**config.mk**
```make
export PLATFORM = sky130hd
export DESIGN_NAME = pipeline_hazard_ctrl
export DESIGN_NICKNAME = d
export VERILOG_FILES = /design/src/rtl/pipeline_hazard_ctrl_pkg.sv /design/src/rtl/pipeline_hazard_ctrl_hazard_detect_unit.sv /design/src/rtl/pipeline_hazard_ctrl.sv
export SDC_FILE = /design/constraint.sdc
export NUM_CORES = 1
export LEC_CHECK = 0
export BUFFER_PORTS_ARGS = -buffer_cell sky130_fd_sc_hd__buf_2
export CORE_AREA = 2 2 45 47
export DETAILED_ROUTE_END_ITERATION = 8
export DIE_AREA = 0 0 47 49
export PLACE_DENSITY_LB_ADDON = 0.05
export SYNTH_ARGS = -nofsm -noshare
export SYNTH_HDL_FRONTEND = slang
export SYNTH_SLANG_ARGS = --single-unit
```
**constraint.sdc**
```tcl
create_clock -name clk -period 2 [get_ports clk]
set_input_delay 0.2 -clock clk [delete_from_list [all_inputs] [get_ports clk]]
set_output_delay 0.2 -clock clk [all_outputs]
set_load 0.005 [all_outputs]
```
**src/rtl/pipeline_hazard_ctrl_pkg.sv**
```systemverilog
// Shared types for the pipeline hazard controller: FSM state and the stage-register NOP/flush encodings.
// Optional feature macro used by this slice: FORWARDING_EN.
package pipeline_hazard_ctrl_pkg;

   typedef enum logic [0:0] {
      IDLE     = 1'b0,
      MEM_WAIT = 1'b1
   } state_t;

   // Instruction word loaded into a stage register when it is flushed or bubbled.
   localparam logic [31:0] NOP_INSTR  = 32'h0000_0013;
   localparam logic        FLUSH_VLD  = 1'b0;
   localparam int unsigned WAIT_CNT_W = 8;

endpackage

```
**src/rtl/pipeline_hazard_ctrl_hazard_detect_unit.sv**
```systemverilog
// Combinational RAW hazard detection against the EXE and MEM destinations.
// FORWARDING_EN defined: only load-use hazards on the EXE destination stall.
module hazard_detect_unit #(
   parameter int unsigned REG_W = 4
) (
   input  logic [REG_W-1:0] id_src1,
   input  logic [REG_W-1:0] id_src2,
   input  logic             id_two_src,
   input  logic [REG_W-1:0] exe_dest,
   input  logic             exe_wb_en,
   input  logic             exe_mem_read,
   input  logic [REG_W-1:0] mem_dest,
   input  logic             mem_wb_en,
   output logic             hazard
);

   logic exe_match;
   logic mem_match;

   assign exe_match = exe_wb_en & ((id_src1 == exe_dest) | (id_two_src & (id_src2 == exe_dest)));
   assign mem_match = mem_wb_en & ((id_src1 == mem_dest) | (id_two_src & (id_src2 == mem_dest)));

`ifdef FORWARDING_EN
   logic unused_mem_match;
   assign unused_mem_match = mem_match;
   assign hazard = exe_mem_read & exe_match;
`else
   logic unused_exe_mem_read;
   assign unused_exe_mem_read = exe_mem_read;
   assign hazard = exe_match | mem_match;
`endif

endmodule

```
**src/rtl/pipeline_hazard_ctrl.sv**
```systemverilog
// Freeze/flush control for all pipeline stage registers: RAW stalls, branch flushes, memory-wait holds.
// Hazard rule depends on the FORWARDING_EN macro (see hazard_detect_unit).
module pipeline_hazard_ctrl
   import pipeline_hazard_ctrl_pkg::*;
#(
   parameter int unsigned REG_W       = 4,
   parameter int unsigned MEM_TIMEOUT = 255
) (
   input  logic             clk,
   input  logic             rst,
   input  logic [REG_W-1:0] id_src1,
   input  logic [REG_W-1:0] id_src2,
   input  logic             id_two_src,
   input  logic [REG_W-1:0] exe_dest,
   input  logic             exe_wb_en,
   input  logic             exe_mem_read,
   input  logic [REG_W-1:0] mem_dest,
   input  logic             mem_wb_en,
   input  logic             branch_taken,
   input  logic             mem_req,
   input  logic             mem_ready,
   output logic             freeze_front,
   output logic             bubble_exe,
   output logic             freeze_back,
   output logic             flush_front,
   output logic             mem_timeout
);

   localparam logic [WAIT_CNT_W-1:0] TIMEOUT_VAL = WAIT_CNT_W'(MEM_TIMEOUT);

   state_t                state, state_next;
   logic [WAIT_CNT_W-1:0] wait_cnt;
   logic [WAIT_CNT_W-1:0] wait_cnt_inc;
   logic                  timeout_q;
   logic                  hazard;
   logic                  mem_stall;

   hazard_detect_unit #(.REG_W(REG_W)) u_hdu (
      .id_src1      (id_src1),
      .id_src2      (id_src2),
      .id_two_src   (id_two_src),
      .exe_dest     (exe_dest),
      .exe_wb_en    (exe_wb_en),
      .exe_mem_read (exe_mem_read),
      .mem_dest     (mem_dest),
      .mem_wb_en    (mem_wb_en),
      .hazard       (hazard)
   );

   // The first cycle of an access (still IDLE) stalls exactly like MEM_WAIT; the ready cycle releases.
   assign mem_stall    = ((state == MEM_WAIT) | mem_req) & ~mem_ready;
   assign wait_cnt_inc = wait_cnt + 1'b1;

   always_ff @(posedge clk) begin
      if (rst) begin
         state     <= IDLE;
         wait_cnt  <= '0;
         timeout_q <= 1'b0;
      end else begin
         state <= state_next;
         if (state == IDLE) begin
            if (mem_req & ~mem_ready) wait_cnt <= '0;
         end else if (~mem_ready) begin
            if (wait_cnt != '1) wait_cnt <= wait_cnt_inc;
            if (wait_cnt_inc == TIMEOUT_VAL) timeout_q <= 1'b1;
         end
      end
   end

   always_comb begin
      state_next = state;
      case (state)
         IDLE:     if (mem_req & ~mem_ready) state_next = MEM_WAIT;
         MEM_WAIT: if (mem_ready) state_next = IDLE;
         default:  state_next = IDLE;
      endcase
   end

   always_comb begin
      freeze_front = 1'b0;
      bubble_exe   = 1'b0;
      freeze_back  = 1'b0;
      flush_front  = 1'b0;
      mem_timeout  = 1'b0;
      if (!rst) begin
         mem_timeout = timeout_q;
         if (mem_stall) begin
            freeze_front = 1'b1;
            freeze_back  = 1'b1;
         end else if (branch_taken) begin
            flush_front = 1'b1;
         end else if (hazard) begin
            freeze_front = 1'b1;
            bubble_exe   = 1'b1;
         end
      end
   end

endmodule
```
# == Word-level counts from Yosys, hierarchy flattened ==
# Index checks and enable logic that the tools add are counted.
# Widths: inputs -> output; s select.
# totals
reg_bits,10
input_bits,25
out_inout_bits,5
word_cells,46
# classes
addsub,1
n_eq_ne,8
n_mux,19
bitwise,12
n_reduce_logical,3
# ops
op,n
$mux 8,4
$eq 4x4->1,4
$mux 1,14
$add 8x1->8 const B,1
$eq 8x8->1 const B,1
$ne 8x8->1 const B,1
$and 1x1->1,6
$reduce_and 3->1,2
$or 1x1->1,4
$ne 2x1->1 const B,1
$ne 2x2->1 const B,1
$not 1->1,2
$pmux 1 s2,1
$reduce_bool 2->1,1

# == Logic depth before layout (Yosys ltp) ==
# Gate-level depths: netlist of the first run.
# logic_depth
ltp_word,9
mapped_depth,6
depth_no_buf,6

# == Cells and area by module ==
# Synthesis of the first run repeated with hierarchy kept, for this count alone.
# unflattened
hier_cells,109
hier_area_um2,843.3
# modules_own_cells
mod,n_inst,cells_per_inst,area_each_um2,seq_area_each_um2
pipeline_hazard_ctrl,1,84,654.4,200.2
hazard_detect_unit,1,25,188.9,0.0

# == Worst setup path after synthesis of the first run ==
# Ideal clock, no wire load.
# synth_timing
kind,reg2reg
startpoint,register wait_cnt[0]
endpoint,register wait_cnt[3]
setup_time_ns,0.128
arrival_time_ns,1.314
t_required_ns,1.872
slack_ns,0.557
stages_incl_launch_ff,7
path_buffers,0
period_less_slack_ns,1.443
path_cell_list,dfxtp_1 > ha_1 > and3_4 > a41oi_4 > o21ai_0 > a21oi_1 > nor2_1
# synth_via
elab_chain_len,4
elab_cells_between_ends,7
cone_classes,1 x add/sub; 2 x eq/ne; 3 x mux; 1 x reduce/logical
# synth_lines
item,line,rtl
"start, declared",pipeline_hazard_ctrl.sv:32,logic [WAIT_CNT_W-1:0] wait_cnt;
"start signal, assigned",pipeline_hazard_ctrl.sv:64,if (wait_cnt != '1) wait_cnt <= wait_cnt_inc;
$add 8x1->8,pipeline_hazard_ctrl.sv:52,assign wait_cnt_inc = wait_cnt + 1'b1;
$mux 8,pipeline_hazard_ctrl.sv:64,
$mux 8,pipeline_hazard_ctrl.sv:63,end else if (~mem_ready) begin
$mux 8,pipeline_hazard_ctrl.sv:61,if (state == IDLE) begin
# Several ways; a longest one is shown, not always the timed one. The select of a mux whose other input is x is not followed.
# A chain may end at the register's enable or synchronous reset.

# == Worst setup path after layout of the first run ==
# layout_timing
startpoint,register wait_cnt[1]
endpoint,register wait_cnt[3]
# Same word-level chain as after synthesis.

==> run summary, run 1 <==
• **Area after DPL** 956 um^2
• **CTS tree** done
• **die footprint** 2300 um^2
• **clock period minus worst slack** 1.60 ns
• **net count after synthesis** 122
• **final worst clock skew** 0.00554 ns
• **Post-synth top flop** sky130_fd_sc_hd__dfxtp_1
• **type of element launching the critical path** flip-flop
• **global-route wire length before repair** 2890 um
• **Slew Limit Fails** 0
• **average via count per standard cell** 5.28
• **max-cap check violation count** 0
• **cell breakdown of the critical path** ha_1 > nand3_1 > o21ai_1 > o21ai_0 > a21oi_1 > nor2_1
• **worst setup margin** 0.399 ns
• **ys async rst share** 0%
• **most used standard cells in the synthesized netlist** sky130_fd_sc_hd__xor2_1 (15), sky130_fd_sc_hd__dfxtp_1 (10), sky130_fd_sc_hd__a21oi_1 (6), sky130_fd_sc_hd__nand2_1 (6), sky130_fd_sc_hd__nor2_1 (6)
• **status** finished clean
• **die extent in x** 47 um
• **total count of hold-check failures in the final report** 0
• **path category of the worst min-delay check** input pin to flip-flop
• **highest achievable clock rate** 625 MHz
• **leading cell types by total area after synthesis** sky130_fd_sc_hd__dfxtp_1 (25%), sky130_fd_sc_hd__xor2_1 (17%), sky130_fd_sc_hd__xnor2_1 (4.4%)
• **end-of-flow core utilization** 53.1%
• **largest stage delay on the critical path** 0.39 ns
• **Post-DP HPWL** 1350 um
• **largest net degree at the start of global routing** 16
• **buffer levels on the longest clock path** 2
• **part of the cycle the worst path needs** 80.1%
• **number of warning messages in the yosys log** 0
• **Post-Route Hold Slack** 0.274 ns
• **std cell rows** 16
• **final total negative setup slack** 0 ns
• **weighted congestion at the end of routability-driven global placement** 0.698
• **hold-fix buffers at CTS** 0
• **1st-iter DRT viols** 17
• **cell area power density** 442 nW/um^2
• **type of destination of the critical path** flip-flop
• **number of flops mapped to enable cells by yosys** 0
• **DRC errors left** 0
• **number of detailed-routing iterations run before antenna repair** 6
• **share of synthesized area occupied by flip-flops and latches** 25.2%
• **initial standard-cell utilization of the core** 43.1%
• **required time of the worst setup path** 2.15 ns
• **number of CTS-inserted buffers** 3
• **Fill cells** 188
• **number of vias after detailed routing** 798
• **clock latency on the worst-skew pair** 0.27 ns
• **Arr. time, crit path** 1.76 ns
• **post-route ant nets** 0
• **slew at the pin closest to its max-slew limit** 0.491 ns
• **number of setup violations in the final report** 0
• **CTS clk-pin slew, worst paths** 0.07 ns
• **number of instances in the synthesized netlist** 95
• **detailed-route wire length per cell** 11.2 um
• **flops & latches, synth** 10
• **critical path peak fanout** 7
• **worst setup timing slack at the placement stage** 0.420 ns
• **cell accounting for the most synthesized area** sky130_fd_sc_hd__dfxtp_1
• **placeable core region** 1840 um^2
• **count of buffers added by post-CTS timing repair for setup** 0
• **Syn Area/Cell** 8.35 um^2
• **combined global-route utilization of all metal layers** 17.6%
• **FF/Latch Area** 200 um^2
• **clk sink count** 10
• **area share of the largest cell type after synthesis** 25.2%
• **fraction of final layout cells sized beyond drive strength 1** 29.8%
• **area added between synthesis and finish** 23.3%
• **H-Tree Depth** 1
• **total wire length after detailed routing** 1690 um
• **setup repair after global routing missed its margin** false
• **number of top-level pins** 30
• **# port buffers** 28
• **post-synthesis instance area** 793 um^2
• **Relative slew margins** 67.2%
• **Worst VDD drop** 162 uV
• **Die Y** 49 um
• **P_leak** 0.412 nW
• **PostCTS Resize Cnt** 0
• **Final Net Count** 153
• **initial antenna violation count** 0
• **Ant. Diodes** 0
• **most common cell in the synthesized netlist** sky130_fd_sc_hd__xor2_1
• **total area of multi-input combinational cells** 571 um^2
• **master cell of the clock root buffer** sky130_fd_sc_hd__clkbuf_4
• **CP max-delay cell** sky130_fd_sc_hd__dfxtp_1
• **Setup Crit Path Kind** flip-flop to flip-flop
• **final standard cell area without fillers** 978 um^2
• **number of distinct library cell variants in the gate-level netlist after synthesis** 36
• **vias in the first global route** 733
• **total gr overflow** 0
==> cells by family (layout without fill, tap and decap cells) <==
group / Yosys count / count (layout) / synth area share, %
XOR/XNOR: 19 / 19 / 21.0
AND/OR/NAND/NOR: 36 / 36 / 25.9
multiplexers: 2 / 2 / 2.68
flip-flops: 10 / 10 / 25.2
adder cells (fa/ha/maj): 2 / 2 / 3.15
AO/OA/AOI/OAI: 21 / 21 / 19.2
buffers and inverters: 5 / 34 / 2.84
==> area by class of cell <==
type	instances	share of cell area, %
multi-input cells	80	58.3
well taps	27	3.45
inverters	3	1.15
clock buffers	3	2.30
repair buffers	28	14.3
flip-flops and latches	10	20.5
==> power by group <==
group          switching (mW)  internal, mW  total [mW]  leakage (nW)
combinational          0.0469        0.0446      0.0915         0.317
sequential            0.00191         0.201       0.203        0.0808
clock                  0.0685        0.0695       0.138        0.0138
==> routing by layer <==
metal	wire length (um)	global-route usage [%]
met1	682	18.1
met4	72	12.5
met5	0	0
met3	83	3.33
met2	855	29.7
==> critical path, delay by kind of cell (launching register included) <==
kind	cells	cell delay, ns
and+or+nand+nor	2	0.17
adders and majority gates	1	0.26
AOI/OAI and AO/OA	3	0.67
DFF	1	0.39
==> path summary, 6_finish.rpt <==
kind	start	end	slack [ns]	cells after the start
min	rst	wait_cnt[0]	0.27	2
max reg2reg	wait_cnt[1]	wait_cnt[3]	0.40	6
min reg2reg	wait_cnt[7]	wait_cnt[7]	0.48	2
max	wait_cnt[1]	wait_cnt[3]	0.40	6
==> state kept, by name (all words and copies together), names as in the netlist <==
register / count
state: 1
timeout_q: 1
wait_cnt: 8
==> per-stage QoR <==
stage | cells | power, mW
detailed placement | 148 | 0.300
floorplan | 95 | 0.255
finish | 151 | 0.432
CTS | 151 | 0.439
global placement | 148 | 0.297
global route | 151 | 0.456
==> placed cells by master, fill, tap and decap left out, types with 2 or more instances in the layout <==
cell,instances
sky130_fd_sc_hd__buf_2,28
sky130_fd_sc_hd__xor2_1,15
sky130_fd_sc_hd__nor2b_1,3
sky130_fd_sc_hd__nand3_1,3
sky130_fd_sc_hd__a21oi_1,6
sky130_fd_sc_hd__a311oi_1,2
sky130_fd_sc_hd__o21ai_0,4
sky130_fd_sc_hd__clkbuf_4,3
sky130_fd_sc_hd__a31oi_1,2
sky130_fd_sc_hd__and3_4,2
sky130_fd_sc_hd__nor4_1,2
sky130_fd_sc_hd__nor2_1,6
sky130_fd_sc_hd__dfxtp_1,10
sky130_fd_sc_hd__xnor2_1,4
sky130_fd_sc_hd__nor3_1,5
sky130_fd_sc_hd__ha_1,2
sky130_fd_sc_hd__nand2_1,6
sky130_fd_sc_hd__inv_1,3
Power figures use the tool's default switching activity.
==> inputs of run 2 (changes only) <==
Settings changed: ABC_AREA set to 1, CORE_AREA 2 2 45 47 to 2 2 49 51, DIE_AREA 0 0 47 49 to 0 0 51 53.
Clock period 2 ns to 1.3 ns, I/O delays scaled along.
==> run 2 against run 1 <==
Effect of this change:
- the run now ends with negative setup slack left
- register-to-register slack got worse by 0.45 ns
- area after synthesis increased by 14%
- wire length increased by 40%
- global-route usage increased by 1.2 points
- die area increased by 17%
- utilization increased by 8.6 points
- critical path type unchanged
- largest cell class unchanged
==> run summary, run 2 <==
• **status** finished with violations
• **failing checks** negative setup slack
• **leading cell types by total area after synthesis** sky130_fd_sc_hd__nand2_1 (24%), sky130_fd_sc_hd__dfxtp_1 (22%), sky130_fd_sc_hd__inv_1 (13%)
• **Largest regs** wait_cnt (8), state (1), timeout_q (1)
• **total count of hold-check failures in the final report** 0, unchanged
• **initial antenna violation count** 0, unchanged
• **end-of-flow core utilization** 61.7%, +8.6 points
• **die extent in x** 51 um, +8.5%
• **Die Y** 53 um, +8.2%
• **weighted congestion at the end of routability-driven global placement** 0.863, +24%
• **final worst clock skew** 0.0127 ns, +0.00717 ns
• **critical path peak fanout** 5, -2
• **top register by number of flip-flops** wait_cnt
• **Post-DP HPWL** 1690 um, +25%
• **P_leak** 0.738 nW, +79%
• **DRC errors left** 0, unchanged
• **part of the cycle the worst path needs** 104%, +24 points
• **number of vias after detailed routing** 1,109, +39%
• **Final Net Count** 236, +54%
• **Worst VDD drop** 643 uV, +300%
• **cell accounting for the most synthesized area** sky130_fd_sc_hd__nand2_1
• **Slew Limit Fails** 0, unchanged
• **Post-synth top flop** sky130_fd_sc_hd__dfxtp_1
• **Relative slew margins** 80.4%, +13 points
• **Worst Hold Launch** rst
• **setup slack on the worst flop-to-flop path** -0.05 ns, -0.45 ns
• **post-synthesis instance area** 907 um^2, +14%
• **most used standard cells in the synthesized netlist** sky130_fd_sc_hd__nand2_1 (57), sky130_fd_sc_hd__inv_1 (31), sky130_fd_sc_hd__nor2_1 (18), sky130_fd_sc_hd__nand3_1 (14), sky130_fd_sc_hd__dfxtp_1 (10)
• **Comb pwr share** 24.5%, +3.3 points
• **1st-iter DRT viols** 17, unchanged
• **start point of the critical path** wait_cnt[0]
• **total wire length after detailed routing** 2380 um, +40%
• **CTS tree** done
• **Setup Crit Path Kind** flip-flop to flip-flop
• **initial standard-cell utilization of the core** 42.2%, -0.85 points
• **buffer levels on the longest clock path** 2, unchanged
• **clk sink count** 10, unchanged
• **net count after synthesis** 190, +56%
• **max-cap check violation count** 0, unchanged
• **area share of the largest cell type after synthesis** 23.6%, -1.7 points
• **detailed-route wire length per cell** 10.1 um, -10%
• **combined global-route utilization of all metal layers** 18.8%, +1.2 points
• **type of element launching the critical path** flip-flop
• **Net Switching** 224 uW, +91%
• **share of synthesized area occupied by flip-flops and latches** 22.1%, -3.2 points
• **Reg-to-Reg Start** wait_cnt[0]
• **CTS clk-pin slew, worst paths** 0.08 ns, about the same
• **worst setup margin** -0.0508 ns, -0.450 ns
• **setup repair after global routing missed its margin** true
• **number of distinct library cell variants in the gate-level netlist after synthesis** 21, -42%
• **average via count per standard cell** 4.70, -11%
• **Arr. time, crit path** 1.56 ns, -0.20 ns
• **number of top-level pins** 30, unchanged
• **Switching Fraction** 28.3%, +1.2 points
• **register share of total power** 39.5%, -7.4 points
• **placeable core region** 2150 um^2, +17%
• **max FFs per register** 8, unchanged
• **slew at the pin closest to its max-slew limit** 0.294 ns, -0.197 ns
• **number of CTS-inserted buffers** 3, unchanged
• **master cell of the clock root buffer** sky130_fd_sc_hd__clkbuf_4
• **total gr overflow** 0, unchanged
• **number of detailed-routing iterations run before antenna repair** 4, -2
• **Ant. Diodes** 0, unchanged
• **share of total power in the clock network** 35.9%, +4.0 points
• **flops & latches, synth** 10, unchanged
• **fraction of final layout cells sized beyond drive strength 1** 35.6%, +5.7 points
• **type of destination of the critical path** flip-flop
• **H-Tree Depth** 1, unchanged
• **vias in the first global route** 1,008, +38%
• **Syn Area/Cell** 5.57 um^2, -33%
• **cell internal pwr** 567 uW, +80%
• **Post-Route Hold Slack** 0.216 ns, -0.0586 ns
• **number of warning messages in the yosys log** 0, unchanged
• **global-route wire length before repair** 3950 um, +37%
• **largest net degree at the start of global routing** 13, -3
• **clock latency on the worst-skew pair** 0.27 ns, about the same
• **cell area power density** 597 nW/um^2, +35%
• **highest achievable clock rate** 740 MHz, +19%
• **path category of the worst min-delay check** input pin to flip-flop
• **leading cell type in the layout, fill and taps excluded** sky130_fd_sc_hd__nand2_1
• **final total negative setup slack** -0.248 ns, -0.248 ns
• **number of flops mapped to enable cells by yosys** 0, unchanged
• **most used cells in the layout excluding fill and tap cells** sky130_fd_sc_hd__nand2_1 (55), sky130_fd_sc_hd__inv_1 (30), sky130_fd_sc_hd__buf_2 (28)
• **number of setup violations in the final report** 7, +7
• **clock period minus worst slack** 1.35 ns, -0.250 ns
• **area added between synthesis and finish** 46.1%
• **std cell rows** 17, +1
• **number of instances in the synthesized netlist** 163, +72%
• **required time of the worst setup path** 1.51 ns, -0.64 ns
• **die footprint** 2700 um^2, +17%
• **most common cell in the synthesized netlist** sky130_fd_sc_hd__nand2_1
• **# port buffers** 28, unchanged
• **post-route ant nets** 0, unchanged
• **ys async rst share** 0%, unchanged
[run 2: cell types whose count changed in the layout (fill, tap and decap cells not counted), moves of 3 or more]
| cell | before | now |
|---|---|---|
| sky130_fd_sc_hd__nand3_2 | 0 | 4 |
| sky130_fd_sc_hd__nand2_1 | 6 | 55 |
| sky130_fd_sc_hd__a21oi_2 | 0 | 3 |
| sky130_fd_sc_hd__buf_4 | 0 | 14 |
| sky130_fd_sc_hd__xnor2_1 | 4 | 0 |
| sky130_fd_sc_hd__nor3_1 | 5 | 0 |
| sky130_fd_sc_hd__xor2_1 | 15 | 7 |
| sky130_fd_sc_hd__dfxtp_2 | 0 | 4 |
| sky130_fd_sc_hd__nand3_1 | 3 | 10 |
| sky130_fd_sc_hd__nor2b_1 | 3 | 0 |
| sky130_fd_sc_hd__dfxtp_1 | 10 | 6 |
| sky130_fd_sc_hd__nor2_1 | 6 | 14 |
| sky130_fd_sc_hd__inv_1 | 3 | 30 |
| sky130_fd_sc_hd__nor2_4 | 0 | 3 |
[run 2: cells by family (layout without fill, tap and decap cells)]
group / after synthesis / count (layout) / synth area share [%]
buffers and inverters: 34 / 78 / 14.5
xor gates and xnor gates: 7 / 7 / 6.76
AOI/OAI and AO/OA: 15 / 16 / 9.93
adders and majority gates: 2 / 2 / 2.76
DFF: 10 / 10 / 22.1
and+or+nand+nor: 95 / 95 / 44.0
[run 2: layer usage]
layer	part of all wire, %	wire length [um]	GRT usage, %
met4	0	0	2.70
met1	49	1170	25.0
met3	4.5	106	4.24
met5	0	0	0
met2	46	1100	31.6
[run 2: critical path, stage by stage, from the launching register on]
cell                       delay [ns]
sky130_fd_sc_hd__dfxtp_2         0.35
sky130_fd_sc_hd__ha_4            0.15
sky130_fd_sc_hd__nand3_4         0.09
sky130_fd_sc_hd__nor2_4          0.13
sky130_fd_sc_hd__nand2_4         0.09
sky130_fd_sc_hd__o21bai_4        0.25
sky130_fd_sc_hd__nand3_2         0.11
sky130_fd_sc_hd__a21oi_2         0.13
[run 2: power by group through the flow]
stage	clock, mW	sequential (mW)	combinational [mW]
finish	0.284	0.313	0.194
global route	0.314	0.313	0.222
CTS	0.286	0.312	0.178
detailed placement	0	0.319	0.166
global placement	0	0.319	0.163
floorplan	0	0.319	0.0882
[run 2: area by class of cell]
class                      count  area [um^2]
clock buffer                   4         36.3
fill                         220          823
inverter                      32          120
multi-input combinational    120          683
sequential                    10          205
tap                           28         35.0
timing repair buffer          42          245
[run 2: path summary, 6_finish.rpt]
path            endpoint  cells past startpoint
max          wait_cnt[5]                      7
min          wait_cnt[5]                      2
max reg2reg  wait_cnt[5]                      7
min reg2reg    timeout_q                      2
[run 2: repair_timing]
action | 4_1_cts | 5_1_grt
gates cloned | 1 | 0
hold buffers | 0 | 0
endpoints found under the setup margin | 11 | 13
gates resized for setup | 8 | 15
pin swaps | 6 | 6
buffers inserted | 3 | 4
[run 2: stage by stage]
step / power [mW] / worst slack, ns / area (um^2) / instances
floorplan: 0.407 / 0.00300 / 930 / 163
global placement: 0.481 / -0.0788 / 1150 / 224
detailed placement: 0.485 / -0.116 / 1150 / 224
CTS: 0.776 / -0.0339 / 1240 / 232
global route: 0.849 / -0.133 / 1330 / 236
finish: 0.791 / -0.0508 / 1330 / 236
==> inputs of run 3 (changes only) <==
Settings changed: PLACE_DENSITY_LB_ADDON 0.05 to 0.3.
==> run 3 against run 2 <==
Effect of this change:
- the run still ends with negative setup slack left
- register-to-register slack hardly changed
- sequential share of layout area increased by 0.43 points
- clock skew is 0.0057 ns lower
- via count down 1.6%
- non-clock buffer count did not move
- sequential power barely moved
- final cell count fell by 0.42%
- worst hold slack lost 0.032 ns
- critical path depth down 1
- critical path type unchanged
- largest power group unchanged
==> run summary, run 3 (synthesis results as in run 2) <==
• **global-route wire length before repair** 3980 um, +0.71%
• **initial antenna violation count** 0, unchanged
• **die footprint** 2700 um^2, unchanged
• **placed instance count** 224, unchanged
• **area added between synthesis and finish** 41.2%
• **setup repair after global routing missed its margin** true
• **number of setup violations in the final report** 8, +1
• **clk sink count** 10, unchanged
• **failing checks** negative setup slack
• **end-of-flow core utilization** 59.6%, -2.0 points
• **Net Switching** 215 uW, -4.1%
• **leading cell type in the layout, fill and taps excluded** sky130_fd_sc_hd__nand2_1
• **number of vias after detailed routing** 1,091, -1.6%
• **CTS clk-pin slew, worst paths** 0.07 ns, about the same
• **die extent in x** 51 um, unchanged
• **share of total power in the clock network** 30.2%, -5.7 points
• **Final Net Count** 236, unchanged
• **fraction of final layout cells sized beyond drive strength 1** 33.3%, -2.2 points
• **CTS tree** done
• **cell internal pwr** 504 uW, -11%
• **vias in the first global route** 1,000, -0.79%
• **Switching Fraction** 29.9%, +1.6 points
• **top register by number of flip-flops** wait_cnt
• **max-cap check violation count** 0, unchanged
• **Die Y** 53 um, unchanged
• **clock period minus worst slack** 1.34 ns, -0.0123 ns
• **number of top-level pins** 30, unchanged
• **Worst VDD drop** 307 uV, -52%
• **initial standard-cell utilization of the core** 42.2%, unchanged
• **detailed-route wire length per cell** 9.93 um, -1.5%
• **path category of the worst min-delay check** input pin to flip-flop
• **largest stage delay on the critical path** 0.43 ns, +0.08 ns
• **number of CTS-inserted buffers** 3, unchanged
• **Comb pwr share** 26.3%, +1.8 points
• **most used cells in the layout excluding fill and tap cells** sky130_fd_sc_hd__nand2_1 (52), sky130_fd_sc_hd__inv_1 (29), sky130_fd_sc_hd__buf_2 (28)
• **total count of hold-check failures in the final report** 0, unchanged
• **buffer levels on the longest clock path** 2, unchanged
• **1st-iter DRT viols** 14, -3
• **required time of the worst setup path** 1.50 ns, about the same
• **master cell of the clock root buffer** sky130_fd_sc_hd__clkbuf_4
• **std cell rows** 17, unchanged
• **total power** 718 uW, -9.2%
• **CP max-delay cell** sky130_fd_sc_hd__dfxtp_1
• **number of detailed-routing iterations run before antenna repair** 4, unchanged
• **DRC errors left** 0, unchanged
• **hold-fix buffers at CTS** 0, unchanged
• **critical path peak fanout** 4, -1
• **status** finished with violations
• **detailed-routing wirelength on met1** 1020 um, -13%
• **max FFs per register** 8, unchanged
• **Ant. Diodes** 0, unchanged
• **post-route ant nets** 0, unchanged
• **weighted congestion at the end of routability-driven global placement** 0.791, -8.4%
• **FF/Latch Area** 204 um^2, -0.61%
• **total wire length after detailed routing** 2330 um, -1.9%
• **type of element launching the critical path** flip-flop
• **slew at the pin closest to its max-slew limit** 0.226 ns, -0.0678 ns
• **combined global-route utilization of all metal layers** 19.2%, +0.40 points
• **Post-DP HPWL** 1770 um, +4.8%
• **cell breakdown of the critical path** nand3_1 > nor2_2 > nand2_1 > o21ai_1 > nand3_1 > a21oi_1
• **placeable core region** 2150 um^2, unchanged
• **Fill cells** 213, -3.2%
• **final worst clock skew** 0.00700 ns, -0.00571 ns
• **WL met2** 1190 um, +8.0%
• **P_leak** 0.726 nW, -1.7%
• **largest net degree at the start of global routing** 13, unchanged
• **average via count per standard cell** 4.64, -1.2%
• **Top cell by count, worst path** sky130_fd_sc_hd__nand3_1
• **clock latency on the worst-skew pair** 0.27 ns, about the same
• **total area of multi-input combinational cells** 651 um^2, -4.8%
• **register share of total power** 43.5%, +4.0 points
• **Slew Limit Fails** 0, unchanged
• **H-Tree Depth** 1, unchanged
• **type of destination of the critical path** flip-flop
• **worst setup margin** -0.0386 ns, +0.0123 ns
• **Setup Crit Path Kind** flip-flop to flip-flop
• **Arr. time, crit path** 1.54 ns, -0.02 ns
• **Relative slew margins** 84.9%, +4.5 points
• **setup slack on the worst flop-to-flop path** -0.04 ns, about the same
• **met3 layer wire length in the routed design** 75 um, -29%
• **part of the cycle the worst path needs** 103%, -0.94 points
• **cell area power density** 561 nW/um^2, -6.1%
• **fin cells** 235, -0.42%
• **# port buffers** 28, unchanged
• **highest achievable clock rate** 747 MHz, +0.92%
• **uppermost metal layer occupied by signal nets** met4
• **Largest regs** wait_cnt (8), state (1), timeout_q (1)
• **total gr overflow** 0, unchanged
## run 3: cell count changes in the layout (fill, tap and decap cells not counted), moves of 3 or more
cell and change:
sky130_fd_sc_hd__a21oi_1 +3, sky130_fd_sc_hd__a21oi_2 -3, sky130_fd_sc_hd__nand2_2 +3, sky130_fd_sc_hd__nor2_2 +3
sky130_fd_sc_hd__nand3_2 -4, sky130_fd_sc_hd__nand3_1 +4, sky130_fd_sc_hd__nand2_1 -3
## run 3: timing repair
action	in CTS	in global routing
buffers inserted	4	3
resized for setup	9	9
endpoints found under the setup margin	10	13
pin swaps	7	7
gates cloned	1	0
hold endpoints to repair	0	0
## run 3: final cells by class
class,count,area share (%)
Multi-Input combinational cell,120,50.8
Sequential cell,10,15.9
Tap cell,28,2.73
Inverter,32,9.37
Timing Repair Buffer,42,19.4
Clock buffer,3,1.76
## run 3: critical path: cells and delay by family (launching register included)
| family | cells | cell delay (ns) |
|---|---|---|
| DFF | 1 | 0.43 |
| and+or+nand+nor | 4 | 0.52 |
| AOI/OAI and AO/OA | 2 | 0.32 |
## run 3: worst paths after layout
| path | endpoint | cells past startpoint | from |
|---|---|---|---|
| min | wait_cnt[2] | 2 | rst |
| max reg2reg | wait_cnt[7] | 6 | wait_cnt[2] |
| min reg2reg | timeout_q | 2 | timeout_q |
| max | wait_cnt[7] | 6 | wait_cnt[2] |
## run 3: power groups by stage
stage	logic, mW	registers [mW]	clock network [mW]
final	0.189	0.312	0.217
after detailed placement	0.165	0.319	0
after CTS	0.178	0.312	0.226
after floorplan	0.0882	0.319	0
after global placement	0.161	0.319	0
after global routing	0.215	0.313	0.236
## run 3: through the flow
step	hold WS, ns	TNS (ns)	worst slack, ns	instance area [um^2]
global route	0.214	-1.12	-0.150	1280
floorplan	0.298	0	0.00300	930
global placement	0.439	-0.382	-0.0693	1150
finish	0.183	-0.191	-0.0386	1280
CTS	0.180	-0.228	-0.0414	1240
detailed placement	0.437	-0.753	-0.102	1150
## run 3: metal layers
layer / vias up / global-route usage (%)
li1: 583 / -
met1: 482 / 21.5
met2: 21 / 36.4
met3: 5 / 1.41
met4: 0 / 9.46
met5: - / 0
